$ cat src/rtl/cu_pkg.sv
`default_nettype none
// ============================================================================
// Module      : cu_pkg
// Description : Shared types and encodings for the multi-cycle RV32I control
//               unit: FSM states, instruction classes, opcodes and the
//               datapath control field encodings.
// Revision    : 1.0 - initial release
// ============================================================================
package cu_pkg;

   // FSM states; the encoding is also exported on state_o for debug
   typedef enum logic [2:0] {
      ST_FETCH  = 3'd0,
      ST_DECODE = 3'd1,
      ST_EXEC   = 3'd2,
      ST_MEM    = 3'd3,
      ST_WB     = 3'd4,
      ST_TRAP   = 3'd5
   } state_t;

   // Instruction class captured in DECODE and held until the next DECODE
   typedef enum logic [3:0] {
      CLS_NONE    = 4'd0,
      CLS_R       = 4'd1,
      CLS_I       = 4'd2,
      CLS_LOAD    = 4'd3,
      CLS_STORE   = 4'd4,
      CLS_BRANCH  = 4'd5,
      CLS_JAL     = 4'd6,
      CLS_JALR    = 4'd7,
      CLS_LUI     = 4'd8,
      CLS_AUIPC   = 4'd9,
      CLS_MUL     = 4'd10,
      CLS_ILLEGAL = 4'd11
   } instr_class_t;

   // RV32I major opcodes
   localparam logic [6:0] OPC_OP     = 7'b0110011;
   localparam logic [6:0] OPC_OP_IMM = 7'b0010011;
   localparam logic [6:0] OPC_LOAD   = 7'b0000011;
   localparam logic [6:0] OPC_STORE  = 7'b0100011;
   localparam logic [6:0] OPC_BRANCH = 7'b1100011;
   localparam logic [6:0] OPC_JAL    = 7'b1101111;
   localparam logic [6:0] OPC_JALR   = 7'b1100111;
   localparam logic [6:0] OPC_LUI    = 7'b0110111;
   localparam logic [6:0] OPC_AUIPC  = 7'b0010111;

   // Funct7 values accepted on the register-register opcode
   localparam logic [6:0] F7_BASE   = 7'b0000000;
   localparam logic [6:0] F7_ALT    = 7'b0100000;
   localparam logic [6:0] F7_MULDIV = 7'b0000001;

   // Immediate generator formats
   localparam logic [2:0] IMM_I = 3'b000;
   localparam logic [2:0] IMM_S = 3'b001;
   localparam logic [2:0] IMM_U = 3'b010;
   localparam logic [2:0] IMM_B = 3'b101;
   localparam logic [2:0] IMM_J = 3'b110;

   // Branch unit controls: conditional branches carry Funct3 in the low bits
   localparam logic [4:0] BROP_NONE     = 5'b00000;
   localparam logic [4:0] BROP_JUMP     = 5'b10000;
   localparam logic [1:0] BROP_COND_PFX = 2'b01;

   // Register file write-back source select
   localparam logic [1:0] WRSRC_ALU = 2'b00;
   localparam logic [1:0] WRSRC_DM  = 2'b01;
   localparam logic [1:0] WRSRC_PC4 = 2'b10;

   // ALU operation used by LUI to pass the immediate straight through
   localparam logic [4:0] ALUOP_PASS_B = 5'b00111;

   // Static datapath fields produced by the decoder for one instruction
   typedef struct packed {
      logic [4:0] alu_op;
      logic [2:0] imm_src;
      logic       alu_a_src;
      logic       alu_b_src;
      logic [4:0] br_op;
      logic [1:0] ru_data_wr_src;
      logic [2:0] dm_ctrl;
   } ctrl_t;

   localparam ctrl_t CTRL_NONE = '0;

endpackage
`default_nettype wire

$ cat src/rtl/multicycle_control_unit_if.sv
`default_nettype none
// ============================================================================
// Module      : multicycle_control_unit_if
// Description : Bundle of instruction-register fields, memory/ALU handshakes
//               and datapath controls between the control unit (master) and
//               the datapath/memory side (slave).
// Revision    : 1.0 - initial release
// ============================================================================
interface multicycle_control_unit_if;

   // Instruction register fields
   logic [6:0] opcode;
   logic [2:0] Funct3;
   logic [6:0] Funct7;

   // Handshakes from memories and the multi-cycle ALU
   logic       im_ready;
   logic       dm_ready;
   logic       alu_done;

   // Sequencing and memory requests
   logic       IMReq;
   logic       IRWr;
   logic       PCWr;
   logic       DMReq;
   logic       alu_start;
   logic       RUWr;

   // Datapath controls
   logic [4:0] ALUOp;
   logic [2:0] ImmSrc;
   logic       ALUASrc;
   logic       ALUBSrc;
   logic       DMWr;
   logic [2:0] DMCtrl;
   logic [4:0] BrOp;
   logic [1:0] RUDataWrSrc;

   // Status
   logic       illegal_instr;
   logic [2:0] state_o;

   modport master (
      input  opcode, Funct3, Funct7, im_ready, dm_ready, alu_done,
      output IMReq, IRWr, PCWr, DMReq, alu_start, RUWr,
      output ALUOp, ImmSrc, ALUASrc, ALUBSrc, DMWr, DMCtrl, BrOp, RUDataWrSrc,
      output illegal_instr, state_o
   );

   modport slave (
      output opcode, Funct3, Funct7, im_ready, dm_ready, alu_done,
      input  IMReq, IRWr, PCWr, DMReq, alu_start, RUWr,
      input  ALUOp, ImmSrc, ALUASrc, ALUBSrc, DMWr, DMCtrl, BrOp, RUDataWrSrc,
      input  illegal_instr, state_o
   );

endinterface
`default_nettype wire

$ cat src/rtl/cu_decode.sv
`default_nettype none
// ============================================================================
// Module      : cu_decode
// Description : Combinational classifier mapping opcode/Funct3/Funct7 to an
//               instruction class and the static datapath control fields.
// Revision    : 1.0 - initial release
// ============================================================================
module cu_decode
   import cu_pkg::*;
#(
   parameter bit ENABLE_M     = 1'b1,
   parameter bit ENABLE_AUIPC = 1'b1
) (
   input  logic [6:0]   opcode,
   input  logic [2:0]   funct3,
   input  logic [6:0]   funct7,
   output instr_class_t cls,
   output ctrl_t        ctrl
);

   // Anything not explicitly recognised falls through as ILLEGAL with all
   // controls cleared. The ALU B operand selects the immediate for every
   // class whose ALU operation consumes one (address or target generation).
   always_comb begin
      cls  = CLS_ILLEGAL;
      ctrl = CTRL_NONE;
      case (opcode)
         OPC_OP: begin
            if ((funct7 == F7_BASE) || (funct7 == F7_ALT)) begin
               cls          = CLS_R;
               ctrl.alu_op  = {1'b0, funct7[5], funct3};
            end else if ((funct7 == F7_MULDIV) && ENABLE_M) begin
               cls          = CLS_MUL;
               ctrl.alu_op  = {2'b10, funct3};
            end
         end
         OPC_OP_IMM: begin
            cls            = CLS_I;
            ctrl.imm_src   = IMM_I;
            ctrl.alu_b_src = 1'b1;
            // Only the shifts use Funct7[5]; elsewhere those bits are imm
            if ((funct3 == 3'b001) || (funct3 == 3'b101)) begin
               ctrl.alu_op = {1'b0, funct7[5], funct3};
            end else begin
               ctrl.alu_op = {2'b00, funct3};
            end
         end
         OPC_LOAD: begin
            cls                 = CLS_LOAD;
            ctrl.imm_src        = IMM_I;
            ctrl.alu_b_src      = 1'b1;
            ctrl.ru_data_wr_src = WRSRC_DM;
            ctrl.dm_ctrl        = funct3;
         end
         OPC_STORE: begin
            cls            = CLS_STORE;
            ctrl.imm_src   = IMM_S;
            ctrl.alu_b_src = 1'b1;
            ctrl.dm_ctrl   = funct3;
         end
         OPC_BRANCH: begin
            cls            = CLS_BRANCH;
            ctrl.imm_src   = IMM_B;
            ctrl.alu_a_src = 1'b1;
            ctrl.alu_b_src = 1'b1;
            ctrl.br_op     = {BROP_COND_PFX, funct3};
         end
         OPC_JAL: begin
            cls                 = CLS_JAL;
            ctrl.imm_src        = IMM_J;
            ctrl.alu_a_src      = 1'b1;
            ctrl.alu_b_src      = 1'b1;
            ctrl.br_op          = BROP_JUMP;
            ctrl.ru_data_wr_src = WRSRC_PC4;
         end
         OPC_JALR: begin
            cls                 = CLS_JALR;
            ctrl.imm_src        = IMM_I;
            ctrl.alu_b_src      = 1'b1;
            ctrl.br_op          = BROP_JUMP;
            ctrl.ru_data_wr_src = WRSRC_PC4;
         end
         OPC_LUI: begin
            cls            = CLS_LUI;
            ctrl.imm_src   = IMM_U;
            ctrl.alu_b_src = 1'b1;
            ctrl.alu_op    = ALUOP_PASS_B;
         end
         OPC_AUIPC: begin
            if (ENABLE_AUIPC) begin
               cls            = CLS_AUIPC;
               ctrl.imm_src   = IMM_U;
               ctrl.alu_a_src = 1'b1;
               ctrl.alu_b_src = 1'b1;
            end
         end
         default: begin
            cls  = CLS_ILLEGAL;
            ctrl = CTRL_NONE;
         end
      endcase
      if (cls == CLS_ILLEGAL) begin
         ctrl.br_op = BROP_NONE;
      end
   end

endmodule
`default_nettype wire

$ cat src/rtl/multicycle_control_unit.sv
`default_nettype none
// ============================================================================
// Module      : multicycle_control_unit
// Description : Multi-cycle RV32I control unit. Sequences each instruction
//               through FETCH/DECODE/EXEC/MEM/WB with ready handshakes to the
//               memories and an optional multi-cycle M-extension ALU.
// Revision    : 1.0 - initial release
// ============================================================================
module multicycle_control_unit
   import cu_pkg::*;
#(
   parameter bit ENABLE_M     = 1'b1,
   parameter bit ENABLE_AUIPC = 1'b1
) (
   input  logic                              clk,
   input  logic                              rst,
   multicycle_control_unit_if.master         bus
);

   state_t       r_state;
   state_t       w_state_next;
   instr_class_t w_dec_class;
   ctrl_t        w_dec_ctrl;
   instr_class_t r_class;
   ctrl_t        r_ctrl;
   logic         r_alu_started;
   logic         w_is_jump;
   logic         w_dp_active;

   cu_decode #(
      .ENABLE_M     (ENABLE_M),
      .ENABLE_AUIPC (ENABLE_AUIPC)
   ) u_decode (
      .opcode (bus.opcode),
      .funct3 (bus.Funct3),
      .funct7 (bus.Funct7),
      .cls    (w_dec_class),
      .ctrl   (w_dec_ctrl)
   );

   assign w_is_jump   = (r_class == CLS_JAL) || (r_class == CLS_JALR);
   assign w_dp_active = (r_state == ST_EXEC) || (r_state == ST_MEM) ||
                        (r_state == ST_WB);

   // State register
   always_ff @(posedge clk) begin
      if (rst) begin
         r_state <= ST_FETCH;
      end else begin
         r_state <= w_state_next;
      end
   end

   // Capture the decoded class/controls in DECODE; remember that the ALU has
   // been started while a MUL waits in EXEC so the start pulse is single.
   always_ff @(posedge clk) begin
      if (rst) begin
         r_class       <= CLS_NONE;
         r_ctrl        <= CTRL_NONE;
         r_alu_started <= 1'b0;
      end else begin
         if (r_state == ST_DECODE) begin
            r_class <= w_dec_class;
            r_ctrl  <= w_dec_ctrl;
         end
         r_alu_started <= (r_state == ST_EXEC) && (w_state_next == ST_EXEC);
      end
   end

   // Next-state logic; each handshake is only looked at in its waiting state
   always_comb begin
      w_state_next = r_state;
      case (r_state)
         ST_FETCH: begin
            if (bus.im_ready) begin
               w_state_next = ST_DECODE;
            end
         end
         ST_DECODE: begin
            w_state_next = (w_dec_class == CLS_ILLEGAL) ? ST_TRAP : ST_EXEC;
         end
         ST_EXEC: begin
            case (r_class)
               CLS_MUL:              w_state_next = bus.alu_done ? ST_WB : ST_EXEC;
               CLS_LOAD, CLS_STORE:  w_state_next = ST_MEM;
               CLS_BRANCH:           w_state_next = ST_FETCH;
               default:              w_state_next = ST_WB;
            endcase
         end
         ST_MEM: begin
            if (bus.dm_ready) begin
               w_state_next = (r_class == CLS_STORE) ? ST_FETCH : ST_WB;
            end
         end
         ST_WB:   w_state_next = ST_FETCH;
         ST_TRAP: w_state_next = ST_FETCH;
         default: w_state_next = ST_FETCH;
      endcase
   end

   // Output decode; everything is forced low while rst is high so an aborted
   // instruction cannot write anything in the reset cycle.
   always_comb begin
      bus.IMReq         = 1'b0;
      bus.IRWr          = 1'b0;
      bus.PCWr          = 1'b0;
      bus.DMReq         = 1'b0;
      bus.alu_start     = 1'b0;
      bus.RUWr          = 1'b0;
      bus.DMWr          = 1'b0;
      bus.DMCtrl        = 3'b000;
      bus.illegal_instr = 1'b0;
      bus.ALUOp         = 5'b00000;
      bus.ImmSrc        = 3'b000;
      bus.ALUASrc       = 1'b0;
      bus.ALUBSrc       = 1'b0;
      bus.BrOp          = 5'b00000;
      bus.RUDataWrSrc   = 2'b00;
      bus.state_o       = rst ? ST_FETCH : r_state;
      if (!rst) begin
         if (w_dp_active) begin
            bus.ALUOp       = r_ctrl.alu_op;
            bus.ImmSrc      = r_ctrl.imm_src;
            bus.ALUASrc     = r_ctrl.alu_a_src;
            bus.ALUBSrc     = r_ctrl.alu_b_src;
            bus.BrOp        = r_ctrl.br_op;
            bus.RUDataWrSrc = r_ctrl.ru_data_wr_src;
         end
         case (r_state)
            ST_FETCH: begin
               bus.IMReq = 1'b1;
               bus.IRWr  = bus.im_ready;
            end
            ST_EXEC: begin
               if (r_class == CLS_MUL) begin
                  bus.alu_start = !r_alu_started;
               end
               if ((r_class == CLS_BRANCH) || w_is_jump) begin
                  bus.PCWr = 1'b1;
               end
            end
            ST_MEM: begin
               bus.DMReq  = 1'b1;
               bus.DMWr   = (r_class == CLS_STORE);
               bus.DMCtrl = r_ctrl.dm_ctrl;
               bus.PCWr   = bus.dm_ready && (r_class == CLS_STORE);
            end
            ST_WB: begin
               bus.RUWr = 1'b1;
               bus.PCWr = !w_is_jump;
            end
            ST_TRAP: begin
               bus.illegal_instr = 1'b1;
            end
            default: begin
               bus.IMReq = 1'b0;
            end
         endcase
      end
   end

endmodule
`default_nettype wire
$ cat src/flat_wrapper.sv
// flat-port wrapper written by rule: the top's interface ports become plain ports
module multicycle_control_unit_flat import cu_pkg::*;
#(
   parameter bit ENABLE_M     = 1'b1,
   parameter bit ENABLE_AUIPC = 1'b1
)
  (clk, rst, bus_opcode, bus_Funct3, bus_Funct7, bus_im_ready, bus_dm_ready, bus_alu_done, bus_IMReq, bus_IRWr, bus_PCWr, bus_DMReq, bus_alu_start, bus_RUWr, bus_ALUOp, bus_ImmSrc, bus_ALUASrc, bus_ALUBSrc, bus_DMWr, bus_DMCtrl, bus_BrOp, bus_RUDataWrSrc, bus_illegal_instr, bus_state_o);
  multicycle_control_unit_if bus_i ();
  input  logic clk;
  input  logic rst;
  input wire logic [$bits(bus_i.opcode)-1:0] bus_opcode;
  input wire logic [$bits(bus_i.Funct3)-1:0] bus_Funct3;
  input wire logic [$bits(bus_i.Funct7)-1:0] bus_Funct7;
  input wire logic [$bits(bus_i.im_ready)-1:0] bus_im_ready;
  input wire logic [$bits(bus_i.dm_ready)-1:0] bus_dm_ready;
  input wire logic [$bits(bus_i.alu_done)-1:0] bus_alu_done;
  output wire logic [$bits(bus_i.IMReq)-1:0] bus_IMReq;
  output wire logic [$bits(bus_i.IRWr)-1:0] bus_IRWr;
  output wire logic [$bits(bus_i.PCWr)-1:0] bus_PCWr;
  output wire logic [$bits(bus_i.DMReq)-1:0] bus_DMReq;
  output wire logic [$bits(bus_i.alu_start)-1:0] bus_alu_start;
  output wire logic [$bits(bus_i.RUWr)-1:0] bus_RUWr;
  output wire logic [$bits(bus_i.ALUOp)-1:0] bus_ALUOp;
  output wire logic [$bits(bus_i.ImmSrc)-1:0] bus_ImmSrc;
  output wire logic [$bits(bus_i.ALUASrc)-1:0] bus_ALUASrc;
  output wire logic [$bits(bus_i.ALUBSrc)-1:0] bus_ALUBSrc;
  output wire logic [$bits(bus_i.DMWr)-1:0] bus_DMWr;
  output wire logic [$bits(bus_i.DMCtrl)-1:0] bus_DMCtrl;
  output wire logic [$bits(bus_i.BrOp)-1:0] bus_BrOp;
  output wire logic [$bits(bus_i.RUDataWrSrc)-1:0] bus_RUDataWrSrc;
  output wire logic [$bits(bus_i.illegal_instr)-1:0] bus_illegal_instr;
  output wire logic [$bits(bus_i.state_o)-1:0] bus_state_o;
  assign bus_i.opcode = bus_opcode;
  assign bus_i.Funct3 = bus_Funct3;
  assign bus_i.Funct7 = bus_Funct7;
  assign bus_i.im_ready = bus_im_ready;
  assign bus_i.dm_ready = bus_dm_ready;
  assign bus_i.alu_done = bus_alu_done;
  assign bus_IMReq = bus_i.IMReq;
  assign bus_IRWr = bus_i.IRWr;
  assign bus_PCWr = bus_i.PCWr;
  assign bus_DMReq = bus_i.DMReq;
  assign bus_alu_start = bus_i.alu_start;
  assign bus_RUWr = bus_i.RUWr;
  assign bus_ALUOp = bus_i.ALUOp;
  assign bus_ImmSrc = bus_i.ImmSrc;
  assign bus_ALUASrc = bus_i.ALUASrc;
  assign bus_ALUBSrc = bus_i.ALUBSrc;
  assign bus_DMWr = bus_i.DMWr;
  assign bus_DMCtrl = bus_i.DMCtrl;
  assign bus_BrOp = bus_i.BrOp;
  assign bus_RUDataWrSrc = bus_i.RUDataWrSrc;
  assign bus_illegal_instr = bus_i.illegal_instr;
  assign bus_state_o = bus_i.state_o;
  multicycle_control_unit #(.ENABLE_M(ENABLE_M), .ENABLE_AUIPC(ENABLE_AUIPC)) u_core (.clk(clk), .rst(rst), .bus(bus_i));
endmodule
$ cat config.mk
export PLATFORM = sky130hd
export DESIGN_NAME = multicycle_control_unit_flat
export DESIGN_NICKNAME = d
export VERILOG_FILES = /design/src/rtl/cu_pkg.sv /design/src/rtl/multicycle_control_unit_if.sv /design/src/rtl/cu_decode.sv /design/src/rtl/multicycle_control_unit.sv /design/src/flat_wrapper.sv
export SDC_FILE = /design/constraint.sdc
export NUM_CORES = 1
export LEC_CHECK = 0
export ABC_AREA = 1
export CORE_ASPECT_RATIO = 0.6
export CORE_MARGIN = 3
export CORE_UTILIZATION = 40
export CTS_CLUSTER_SIZE = 24
export DETAILED_ROUTE_END_ITERATION = 10
export GPL_ROUTABILITY_DRIVEN = 0
export PLACE_DENSITY = 0.73
export SYNTH_ARGS = -nofsm -noshare
export SYNTH_HDL_FRONTEND = slang
export SYNTH_SLANG_ARGS = --single-unit
$ cat constraint.sdc
create_clock -name clk -period 1.3 [get_ports clk]
set_clock_uncertainty 0.05 [all_clocks]
set_input_delay 0.13 -clock clk [delete_from_list [all_inputs] [get_ports clk]]
set_output_delay 0.13 -clock clk [all_outputs]
set_load 0.02 [all_outputs]
# Word level (Yosys, flattened, before mapping)
# Index checks and enable logic that the tools add are counted.
[totals] latch_bits=0 elab_cells=108 regBits=28 ramBits=0 mem_bits_ro=0 inputBits=22 n_memories=0 out_inout_bits=31
[op_classes] n_mul=0 shift=0 addsub=0 n_div=0 reduce_logical=18 muxes=54 bitwise_logic=0 eq_ne=26 magnitude_cmp=0
[op_table] operator="$pmux W4 S9" count=1
[op_table] operator="$mux W5" count=7
[op_table] operator="$mux W3" count=11
[op_table] operator="$eq A7 B6 Y1 const B" count=4
[op_table] operator="$mux W1" count=24
[op_table] operator="$pmux W3 S4" count=2
[op_table] operator="$eq A7 B7 Y1 const B" count=3
[op_table] operator="$eq A4 B3 Y1 const B" count=4
[op_table] operator="$pmux W5 S3" count=1
[op_table] operator="$eq A7 B5 Y1 const B" count=2
[op_table] operator="$pmux W5 S2" count=1
[op_table] operator="$eq A3 B2 Y1 const B" count=3
[op_table] operator="$eq A3 B3 Y1 const B" count=3
[op_table] operator="$pmux W3 S3" count=1
[op_table] operator="$eq A4 B4 Y1 const B" count=2
[op_table] operator="$mux W4" count=2
[op_table] operator="$reduce_or A2 Y1" count=4
[op_table] operator="$reduce_or A8 Y1" count=1
[op_table] operator="$eq A7 B1 Y1 const B" count=1
[op_table] operator="$eq A7 B2 Y1 const B" count=1
[op_table] operator="$logic_not A7 Y1" count=1
[op_table] operator="$eq A3 B1 Y1 const B" count=2
[op_table] operator="$logic_or A1 B1 Y1" count=6
[op_table] operator="$eq A4 B2 Y1 const B" count=1
[op_table] operator="7 further kinds" count=10

# Longest topological paths before layout
[logic_depth] ltp_word=9 ltp_mapped=11 ltp_nobuf=11

# Cells and area by module
# A second synthesis with hierarchy kept.
[unflattened] cells_unflattened=307 hier_area_um2=1899.3
[modules_own_cells] mod="multicycle_control_unit" cells_per_inst=202 n_inst=1 seq_area_each_um2=560.5 area_each_um2=1378.8
[modules_own_cells] mod="cu_decode" cells_per_inst=105 n_inst=1 seq_area_each_um2=0.0 area_each_um2=520.5

# Worst setup path before layout
# No wires, ideal clock.
[synth_timing] kind="register to output" start="reg u_core.r_state[1]" end="out bus_alu_start" arrival_ns=1.534 required_ns=1.120 path_buffers=0 path_stages_with_launch=5 slack_ns=-0.414 path_cell_list="dfxtp_1 inv_1 nor3_1 inv_1 nor4_1"
[synth_between] elab_chain_len=3
[synth_lines] item="start: declaration" line_no="multicycle_control_unit.sv:20" text="state_t r_state;"
[synth_lines] item="start signal: assignment" line_no="multicycle_control_unit.sv:50" text="r_state <= w_state_next;"
[synth_lines] item="$eq A3 B2 Y1" line_no="multicycle_control_unit.sv:129" text="case (r_state)"
[synth_lines] item="$mux W1" line_no="multicycle_control_unit.sv:129"
[synth_lines] item="$mux W1" line_no="multicycle_control_unit.sv:120" text="if (!rst) begin"
[synth_lines] item="end: declaration" line_no="flat_wrapper.sv:21" text="output wire logic [$bits(bus_i.alu_start)-1:0] bus_alu_start;"
# No other way between the ends.

# Worst setup path after layout
[layout_timing] start="reg u_core.r_state[0]" end="out bus_PCWr"
[layout_between] elab_chain_len=3 elab_cells_between_ends=5 classes_between="3 x eq/ne; 2 x mux"
[layout_lines] item="$eq A3 B3 Y1 / $eq A3 B2 Y1 (equally long branches)" line_no="multicycle_control_unit.sv:129"
[layout_lines] item="$pmux W1 S3 *" line_no="multicycle_control_unit.sv:129"
[layout_lines] item="$mux W1 *" line_no="multicycle_control_unit.sv:120"
[layout_lines] item="end: declaration" line_no="flat_wrapper.sv:19" text="output wire logic [$bits(bus_i.PCWr)-1:0] bus_PCWr;"
# Mark *: on every way between the ends. The rest lies on a longest branch, timed or not.

==> summary.md <==
| Metric | Value |
|---|---|
| Commonest register cell after synthesis | dfxtp_1 |
| Number of vias in the routed layout | 2,817 |
| Placeable core region | 3914 µm² |
| Synth area leader | dfxtp_1 |
| Synth Warn # | 0 |
| Height of the die | 57.17 µm |
| Top-level I/O count | 53 |
| P&R area growth vs syn | 107.7% |
| Floorplan row count | 17 |
| Share of flip-flops with an asynchronous set or reset after synthesis | 0 |
| Cell count after placement | 439 |
| Maximum single-stage delay on the critical path | 0.36 ns |
| Total Die Area | 5218 µm² |
| Reg-to-reg startpoint | u_core.r_state[1]$_SDFF_PP0_ |
| Number of remaining DRC errors | 0 |
| Reg2reg end | u_core.r_class[0]$_SDFFE_PP0N_ |
| Initial antenna violation count | 0 |
| End point of the worst hold path | u_core.r_ctrl[0]$_SDFFE_PP0N_ |
| Tightest Pin Transition | 0.5011 ns |
| Count of different cell masters after synthesis | 30 |
| Lkg Pwr | 0.001561 µW |
| Per-cell via count in the routed design | 6.111 |
| # diodes | 0 |
| Worst path cell trace | nor2_4, inv_2, nor2_2, inv_2, buf_4, a21oi_2, a31oi_1, a21oi_2, buf_6 |
| Detailed router's first-iteration violation count | 384 |
| Commonest cells post-synth | nand2_1 (61), inv_1 (52), nor2_1 (42), dfxtp_1 (28), a21oi_1 (24) |
| Die boundary width | 91.28 µm |
| Part of the cycle the worst path needs | 1.444 |
| Largest net degree at the start of global routing | 20 |
| Hold Crit Class | in -> reg |
| RSZ-0062 raised after global routing | true |
| Main area contributors after synthesis | dfxtp_1 (32%), nand2_1 (13%), inv_1 (11%) |
| Cells after Synth | 286 |
| Most numerous cell in the Yosys netlist | nand2_1 |
| Beginning of the worst hold path | bus_opcode[6] |
| Number of buffers inserted during clock tree synthesis | 3 |
| Synthesis-stage register bit count | 28 |
| Wire length of the first global-routing pass | 10.99 mm |
| Number of sinks on the clock net | 28 |
| Worst slew margin | 0.6634 |
| Fraction of final layout cells sized beyond drive strength 1 | 0.5594 |
| Aggregate routed wire length | 10.34 mm |
| Port bufs | 52 |
| Highest attainable clock frequency | 0.5326 GHz |
| Final Critical Period | 1.877 ns |
| Effective utilization at floorplan | 0.4460 |
| Seq/Total Area, Yosys | 0.3211 |
| TritonCTS clock tree | done |
| Post-route cell area | 3625 µm² |
| Max capacitance violation total | 0 |
| PnR worst setup slack | -0.5774 ns |
| Setup CP Type | reg -> out |
| Final number of setup-violating endpoints | 58 |
| 1st-pass router iterations | 6 |
| Sum of overflow across all layers after global routing | 0 |
| CTS HTree Levels | 1 |
| Final count of pins violating max slew | 0 |
| Filler-free cell count of the finished design | 461 |
| DP Area | 2818 µm² |
| Number of hold buffers added after CTS | 0 |
| Failing checks | negative setup slack |
| Number of global-route vias before repair | 2,296 |
| Post-detailed-placement half-perimeter wirelength | 4.377 mm |
| Cell depth of the worst hold path | 4 |
| Crit path from | u_core.r_state[0]$_SDFF_PP0_ |
| Worst-path cell with the longest stage delay | dfxtp_2 |
| WL per Instance | 22.43 µm |
| Setup slack on the worst flop-to-flop path | -0.40 ns |
| Maximum number of buffers from clock root to sink | 2 |
| Highest fanout seen on the critical path | 2 |
| Clock root buffer | clkbuf_8 |
| Critical path data required time | 1.12 ns |
| Synthesized area | 1745 µm² |
| VDD IR max | 0.5937 mV |
| Average cell area after synthesis | 6.103 µm² |
| Total track usage | 0.2611 |
| Power density relative to cell area | 726.8 nW/µm² |
| Depth of the worst register-to-register path | 10 |
| Place WS | -1.167 ns |
| Net count of the mapped netlist | 308 |
| Final hold viol count | 0 |
| Post-synth top area share | 0.3211 |
| Type of element launching the critical path | flop |
| Clock Pin Slew Worst Setup and Hold Paths | 0.10 ns |
| Run status | finished, violations left |
| Kind of end point of the critical path | primary output |
| Signal arrival time at the worst endpoint | 1.70 ns |
| Number of synthesized flops with an enable pin | 0 |
| Post-route ant nets | 0 |
| Insertion delay to the later sink of the worst-skew pair | 0.29 ns |
| Number of nets in the final layout | 427 |
## cell type report
| cell class | instances | area [µm²] |
|---|---|---|
| Clock buffer | 4 | 55.05 |
| Fill cell | 143 | 289.0 |
| Inverter | 55 | 231.5 |
| Multi-Input combinational cell | 194 | 1508 |
| Sequential cell | 28 | 569.3 |
| Tap cell | 57 | 71.32 |
| Timing Repair Buffer | 121 | 1167 |
| Timing Repair inverter | 2 | 22.52 |
## sequential cells by signal, summed over array words and instances, names as in the netlist
name                  count
u_core.r_class            4
u_core.r_state            3
u_core.r_alu_started      1
u_core.r_ctrl            20
## layer usage
| layer | part of all wire | up-vias | track usage |
|---|---|---|---|
| li1 | - | 1154 | - |
| met5 | 0 | - | 0 |
| met4 | 0.083 | 0 | 0.05579 |
| met2 | 0.43 | 286 | 0.4446 |
| met3 | 0.12 | 106 | 0.05534 |
| met1 | 0.36 | 1271 | 0.3442 |
## power by group
group          leakage, µW  switching, µW  internal (µW)
Sequential        0.000230           60.9            923
Combinational      0.00130            612            447
Clock            0.0000288            318            274
## cell families (layout without fill, tap and decap cells)
kind of cell,Yosys count,after routing,share of synthesized area
AND/OR/NAND/NOR,141,141,0.3505
buffers and inverters,64,182,0.1498
AO/OA/AOI/OAI,53,53,0.1785
flip-flops,28,28,0.3211
## layout by cell type (no fill, tap or decap), types with 12 or more instances in the layout
cell	count
nor2_4	25
nand2_1	38
buf_4	59
dfxtp_1	23
a21oi_2	14
nand2_2	19
nor2_1	16
inv_1	43
buf_6	35
clkdlybuf4s50_1	12
## stage by stage
step	TNS [ns]	hold WS (ns)	util	total power [µW]
after CTS	-14.75	0.3090	0.8338	2316
after detailed placement	-35.11	0.4105	0.7199	1588
final	-21.24	0.3585	0.9262	2634
after global routing	-23.24	0.3934	0.9262	2675
after global placement	-33.78	0.4052	0.7199	1579
after floorplan	-1.616	0.2229	-	1287
## worst max-delay path by stage
stage               depth (start not counted)      endpoint  slack [ns]
finish                                      9      bus_PCWr       -0.58
global route                                9      bus_PCWr       -0.61
CTS                                         9      bus_PCWr       -0.45
global placement                            5   bus_ALUBSrc       -1.14
detailed placement                          5   bus_BrOp[4]       -1.17
floorplan                                   8  bus_ALUOp[1]        -0.1
## critical path: cells and delay by family, from the launching register on
kind,cells,cell delay [ns]
buffers and inverters,4,0.41
AOI/OAI and AO/OA,3,0.40
DFF,1,0.36
and+or+nand+nor,2,0.23
## repair_timing
| item | 4_1_cts | 5_1_grt |
|---|---|---|
| resized for setup | 274 | 77 |
| setup endpoints to repair | 59 | 57 |
| cloned | 1 | 3 |
| hold endpoints to repair | 0 | 0 |
| pin swaps | 20 | 17 |
| setup buffers | 10 | 6 |
(Power assumes the default switching activity.)
